<file path="config.mk">
export PLATFORM = sky130hd
export DESIGN_NAME = uart_tx_fifo_flat
export DESIGN_NICKNAME = d
export VERILOG_FILES = /design/src/rtl/uart_tx_fifo_if.sv /design/src/rtl/uart_tx_fifo.sv /design/src/flat_wrapper.sv
export SDC_FILE = /design/constraint.sdc
export NUM_CORES = 1
export LEC_CHECK = 0
export ABC_AREA = 1
export BUFFER_PORTS_ARGS = -buffer_cell sky130_fd_sc_hd__clkbuf_2
export CAP_MARGIN = 20
export CORE_ASPECT_RATIO = 0.9
export CORE_MARGIN = 3
export CORE_UTILIZATION = 55
export CTS_BUF_LIST = sky130_fd_sc_hd__clkbuf_16
export DETAILED_ROUTE_END_ITERATION = 8
export GPL_TIMING_DRIVEN = 1
export PLACE_DENSITY = 0.75
export SLEW_MARGIN = 10
export SYNTH_ARGS = -nofsm -noshare
export SYNTH_HDL_FRONTEND = slang
export SYNTH_SLANG_ARGS = --single-unit
</file>
<file path="constraint.sdc">
create_clock -name Clk_100M -period 3.7 [get_ports Clk_100M]
set_input_delay 0.185 -clock Clk_100M [delete_from_list [all_inputs] [get_ports Clk_100M]]
set_output_delay 0.185 -clock Clk_100M [all_outputs]
set_load 0.05 [all_outputs]
</file>
<file path="src/rtl/uart_tx_fifo_if.sv">
// uart_tx_fifo_if: host-side write strobe, data and status bundle for uart_tx_fifo.
interface uart_tx_fifo_if #(
   parameter int DATA_BITS  = 8,
   parameter int FIFO_DEPTH = 16
);
   logic                        start;
   logic [DATA_BITS-1:0]        data;
   logic                        busy;
   logic                        full;
   logic [$clog2(FIFO_DEPTH):0] fifo_count;
   logic                        overflow;
   logic                        tx_done;
   logic                        UART_Tx;
   modport master (output start, data, input busy, full, fifo_count, overflow, tx_done, UART_Tx);
   modport slave  (input start, data, output busy, full, fifo_count, overflow, tx_done, UART_Tx);
endinterface

</file>
<file path="src/rtl/uart_tx_fifo.sv">
// uart_tx_fifo: parametrised UART transmitter fed by a transmit FIFO.
// Queued words go out back-to-back; UART_Tx is driven straight from a flop.
module uart_tx_fifo #(
   parameter int CLK_HZ     = 100_000_000,
   parameter int BAUD       = 10_000,
   parameter int DATA_BITS  = 8,
   parameter int PARITY     = 0,
   parameter int STOP_BITS  = 1,
   parameter int FIFO_DEPTH = 16
) (
   input logic           Clk_100M,
   input logic           Reset,
   uart_tx_fifo_if.slave bus
);
   localparam int DIV = CLK_HZ / BAUD;
   localparam int CW  = $clog2(DIV);
   localparam int AW  = $clog2(FIFO_DEPTH);
   localparam int NW  = AW + 1;
   typedef enum logic [2:0] {IDLE, START, DATA, PAR, STOP} state_t;
   state_t               state, state_n;
   logic [CW-1:0]        cnt;
   logic [3:0]           idx;
   logic [DATA_BITS-1:0] mem [FIFO_DEPTH];
   logic [DATA_BITS-1:0] shreg;
   logic                 par;
   logic [AW-1:0]        wr_ptr, rd_ptr;
   logic [NW-1:0]        count_n;
   logic                 tick, wr, pop, tx_n, done_n;

   always_comb begin
      tick    = cnt == CW'(DIV - 1);
      wr      = bus.start && !bus.full;
      state_n = state;
      pop     = 1'b0;
      tx_n    = bus.UART_Tx;
      done_n  = 1'b0;
      case (state)
         IDLE:  if (bus.fifo_count != '0) begin state_n = START; pop = 1'b1; tx_n = 1'b0; end
         START: if (tick) begin state_n = DATA; tx_n = shreg[0]; end
         DATA:  if (tick) begin
            if (idx != 4'(DATA_BITS - 1)) tx_n = shreg[1];
            else if (PARITY != 0) begin state_n = PAR; tx_n = par; end
            else begin state_n = STOP; tx_n = 1'b1; end
         end
         PAR:   if (tick) begin state_n = STOP; tx_n = 1'b1; end
         STOP:  if (tick && idx == 4'(STOP_BITS - 1)) begin
            done_n  = 1'b1;
            pop     = bus.fifo_count != '0;
            state_n = pop ? START : IDLE;
            tx_n    = !pop;
         end
         default: state_n = IDLE;
      endcase
      count_n = bus.fifo_count + NW'(wr) - NW'(pop);
   end

   always_ff @(posedge Clk_100M or posedge Reset)
      if (Reset) begin
         state          <= IDLE;
         cnt            <= '0;
         idx            <= '0;
         shreg          <= '0;
         par            <= 1'b0;
         wr_ptr         <= '0;
         rd_ptr         <= '0;
         bus.fifo_count <= '0;
         bus.full       <= 1'b0;
         bus.busy       <= 1'b0;
         bus.overflow   <= 1'b0;
         bus.tx_done    <= 1'b0;
         bus.UART_Tx    <= 1'b1;
      end else begin
         state <= state_n;
         cnt   <= (state == IDLE || tick) ? '0 : cnt + CW'(1);
         idx   <= (state_n != state) ? '0 : idx + 4'(tick);
         // parity is latched from the popped word so later writes cannot disturb the frame
         if (pop) begin
            shreg <= mem[rd_ptr];
            par   <= ^mem[rd_ptr] ^ (PARITY == 1);
         end else if (state == DATA && tick) shreg <= shreg >> 1;
         rd_ptr         <= rd_ptr + AW'(pop);
         wr_ptr         <= wr_ptr + AW'(wr);
         bus.fifo_count <= count_n;
         bus.full       <= count_n == NW'(FIFO_DEPTH);
         bus.busy       <= state_n != IDLE || count_n != '0;
         bus.overflow   <= bus.overflow | (bus.start & bus.full);
         bus.tx_done    <= done_n;
         bus.UART_Tx    <= tx_n;
      end

   always_ff @(posedge Clk_100M)
      if (wr) mem[wr_ptr] <= bus.data;
endmodule

</file>
<file path="src/flat_wrapper.sv">
// flat-port wrapper written by rule: the top's interface ports become plain ports
module uart_tx_fifo_flat 
#(
   parameter int CLK_HZ     = 100_000_000,
   parameter int BAUD       = 10_000,
   parameter int DATA_BITS  = 8,
   parameter int PARITY     = 0,
   parameter int STOP_BITS  = 1,
   parameter int FIFO_DEPTH = 16
)
  (Clk_100M, Reset, bus_start, bus_data, bus_busy, bus_full, bus_fifo_count, bus_overflow, bus_tx_done, bus_UART_Tx);
  uart_tx_fifo_if #(.DATA_BITS(DATA_BITS), .FIFO_DEPTH(FIFO_DEPTH)) bus_i ();
  input logic Clk_100M;
  input logic Reset;
  input wire logic [$bits(bus_i.start)-1:0] bus_start;
  input wire logic [$bits(bus_i.data)-1:0] bus_data;
  output wire logic [$bits(bus_i.busy)-1:0] bus_busy;
  output wire logic [$bits(bus_i.full)-1:0] bus_full;
  output wire logic [$bits(bus_i.fifo_count)-1:0] bus_fifo_count;
  output wire logic [$bits(bus_i.overflow)-1:0] bus_overflow;
  output wire logic [$bits(bus_i.tx_done)-1:0] bus_tx_done;
  output wire logic [$bits(bus_i.UART_Tx)-1:0] bus_UART_Tx;
  assign bus_i.start = bus_start;
  assign bus_i.data = bus_data;
  assign bus_busy = bus_i.busy;
  assign bus_full = bus_i.full;
  assign bus_fifo_count = bus_i.fifo_count;
  assign bus_overflow = bus_i.overflow;
  assign bus_tx_done = bus_i.tx_done;
  assign bus_UART_Tx = bus_i.UART_Tx;
  uart_tx_fifo #(.CLK_HZ(CLK_HZ), .BAUD(BAUD), .DATA_BITS(DATA_BITS), .PARITY(PARITY), .STOP_BITS(STOP_BITS), .FIFO_DEPTH(FIFO_DEPTH)) u_core (.Clk_100M(Clk_100M), .Reset(Reset), .bus(bus_i));
endmodule
</file>
==> summary.md <==
| Metric | Value |
|---|---|
| Unrepaired setup endpoints after global routing | false |
| Hold/Removal Path Class | in -> async |
| PnR Total Power | 4.912 mW |
| Hold_buf cts | 2 |
| VDD IR max | around 0.00056 V |
| Final core utilization | 62.90% |
| CORE AREA | roughly 13000 um^2 |
| Die H | about 120 um |
| Total GRT Usage | about 22% |
| Flops & latches, synth | roughly 180 |
| Kind of critical path | reg -> reg |
| Max_cap viols | 0 |
| Post-CTS Repair Setup Buffers | 0 |
| Clock tree buffer depth | 2 |
| Drt drc | 0 |
| Port Buffers | 20 |
| Register area share after synthesis | ~66% |
| Initial antenna violation count | 0 |
| Layout Cells excl Fill | 899 |
| CP max FO | 13 |
| Number of DRC markers in iteration 0 | around 710 |
| Global-route wire length before repair | ~26000 um |
| WL/cell | 18.07 um |
| RD Place Congestion | 0.8393 |
| Fill count | roughly 1000 |
| Crit path time final | 3213 ps |
| Number of global-route vias before repair | around 5.1k |
| Unique cell type count in the Yosys netlist | 40 |
| Peak Freq | roughly 310 MHz |
| CP Launch Type | register |
| HPWL Detailed | a little over 10000 um |
| Net count after synthesis | about 720 |
| Starting density of the core | a little under three fifths |
| Yosys warns | 0 |
| Crit. End Element | register |
| Final WL | approximately 16000 um |
| # IOs | 21 |
| Most frequent cells in the layout | 128 x edfxtp_1, 125 x nor2_1, 88 x nand2_1, 64 x nand3_1, 58 x o21ai_0 |
| Number of clock sinks | approximately 180 |
| Detail Route Antenna Nets | 0 |
| Commonest non-fill, non-tap cell in the layout | edfxtp_1 |
| Status | completed |
| Design Area, Final | approximately 8500 um^2 |
| Clock Latency Late Sink | approximately 430 ps |
| TritonCTS clock tree | yes |
| DRT Pass-1 Iters | 5 |
| DIE AREA | 15390 um^2 |
| H-tree depth | 4 |
| Max-slew violation count | 0 |
| Crit path arrival time | 3540 ps |
| Reg-to-Reg Start | u_core.cnt[0]$_DFF_PP0_ |
| Number of antenna cells inserted | 0 |
| Period utilization | between 80% and 90% |
| Resized cells post-CTS | 0 |
| Hold Fails Final Rpt | 0 |
| Std cell rows | 40 |
| PD cells | slightly below 600 nW/um^2 |
| Share of layout cells above drive strength 1 | 12.18% |
| Lkg Pwr | roughly 3.2 nW |
| Mapped Area | around 7700 um^2 |
| Clock-pin slew of the registers on the worst-case setup and hold paths | about 70 ps |
| Setup_tns | 0 ps |
| TritonCTS buffer count | 17 |
| Worst Max-Slew Pin Slew | 901.8 ps |
| Area growth, synth to finish | 10.52% |
| Worst R2R Setup Slack | between 400 and 500 ps |
| Final Skew | 12.45 ps |
| Post-Syn Instances | between 600 and 700 |
| Worst Setup SP | u_core.cnt[0]$_DFF_PP0_ |
| Nets | ~740 |
| Largest net degree at the start of global routing | 66 |
| Worst slew margin | between 30 and 40% |
| Average instance area after synthesis | 10.98 um^2 |
| Grt ovf | 0 |
| Via Count | around 5.3k |
| Dpl cell area | 7856 um^2 |
| Critical Path RT | 4020 ps |
| Die span in x | between 100 and 150 um |
| Root buf cell | clkbuf_16 |
| Via density | 5.848 |
| Setup-failing EPs final | 0 |
| Inst Count DP | ~860 |
## synthesized netlist by cell type (all sizes together)
master	instances	area [um^2]
a21oi	13	68.82
nor2	136	553.0
nor3	7	46.30
a21o	1	7.510
ha	12	150.1
a31oi	1	6.260
o211ai	26	195.2
inv	47	176.4
clkinv	4	16.26
xor2	8	70.07
xnor2	2	17.52
or2	2	12.51
nand4	3	18.77
clkbuf	8	30.03
o21bai	1	7.510
fa	1	20.02
nor4	2	18.77
dfrtp	46	1151
nand3b	1	7.510
a211oi	1	7.510
edfxtp	128	3844
o21ai	64	327.8
nand2	96	395.4
nand3	69	370.4
buf	18	117.6
dfstp	1	26.28
## per-layer routing
| layer | vias to the layer above | GRT usage, % | share of wire [%] |
|---|---|---|---|
| li1 | 2449 | - | - |
| met1 | 2541 | 31.36 | 42 |
| met2 | 228 | 34.20 | 48 |
| met3 | 39 | 5.309 | 7.8 |
| met4 | 0 | 7.326 | 2.1 |
| met5 | - | 0 | 0 |
## flip-flops by register name, indices dropped and copies added (netlist names)
name and flops:
u_core.bus.UART_Tx 1, u_core.mem 128, u_core.bus.tx_done 1, u_core.bus.full 1, u_core.bus.fifo_count 5, u_core.state 3, u_core.bus.busy 1, u_core.wr_ptr 4
u_core.shreg 8, u_core.cnt 14, u_core.bus.overflow 1, u_core.rd_ptr 4, u_core.idx 4
## report_power, final
group	switching, mW	internal (mW)
Sequential	0.0887	2.34
Combinational	0.556	0.193
Clock	0.745	0.990
Total	1.39	3.52
## through the flow
| stage | setup slack [ps] | hold WS [ps] |
|---|---|---|
| after floorplan | 782.8 | 283.9 |
| after global routing | 271.0 | 200.4 |
| after global placement | 712.8 | 405.7 |
| final | 487.0 | 184.3 |
| after detailed placement | 538.1 | 414.5 |
| after CTS | 510.4 | 182.2 |
## worst max-delay path: stages, from the launching register on
cell and delay [ps]:
dfrtp_1 410, ha_1 260, nand3_2 130, nor2_2 70
nand3_2 100, nand2_4 70, nand2_4 170, clkinv_2 160
ha_1 300, inv_1 40, ha_1 220, fa_1 420
a21oi_1 150, o21bai_1 80, xor2_1 190, inv_1 80
nor2_1 150, nand3_2 80
## layout make-up
cell class	count	area, um^2	share of cell area (%)
Sequential cell	175	5022	59.31
Clock buffer	17	425.4	5.024
Multi-Input combinational cell	446	2301	27.17
Timing Repair Buffer	27	170.2	2.009
Clock inverter	15	146.4	1.729
Inverter	51	192.7	2.275
Tap cell	168	210.2	2.482
## cell families after synthesis
kind of cell | after synthesis | share of synthesized area [%]
flops | 175 | 65.53
buf+inv | 77 | 4.441
fa+ha+maj | 13 | 2.221
simple gates | 316 | 18.57
xor+xnor | 10 | 1.143
compound gates | 107 | 8.100
## path summary, 6_finish.rpt
path / to / cells after the start
worst max-delay path: u_core.bus.busy$_DFF_PP0_ / 17
worst min-delay path: u_core.wr_ptr[3]$_DFF_PP0_ / 3
worst max register to register: u_core.bus.busy$_DFF_PP0_ / 17
worst min register to register: u_core.bus.overflow$_DFF_PP0_ / 1
max in group asynchronous: u_core.bus.UART_Tx$_DFFE_PP1P_ / 4
min in group Clk_100M: u_core.mem[7][6]$_DFFE_PP_ / 1
No activity file was read; power rests on OpenSTA's default activity.
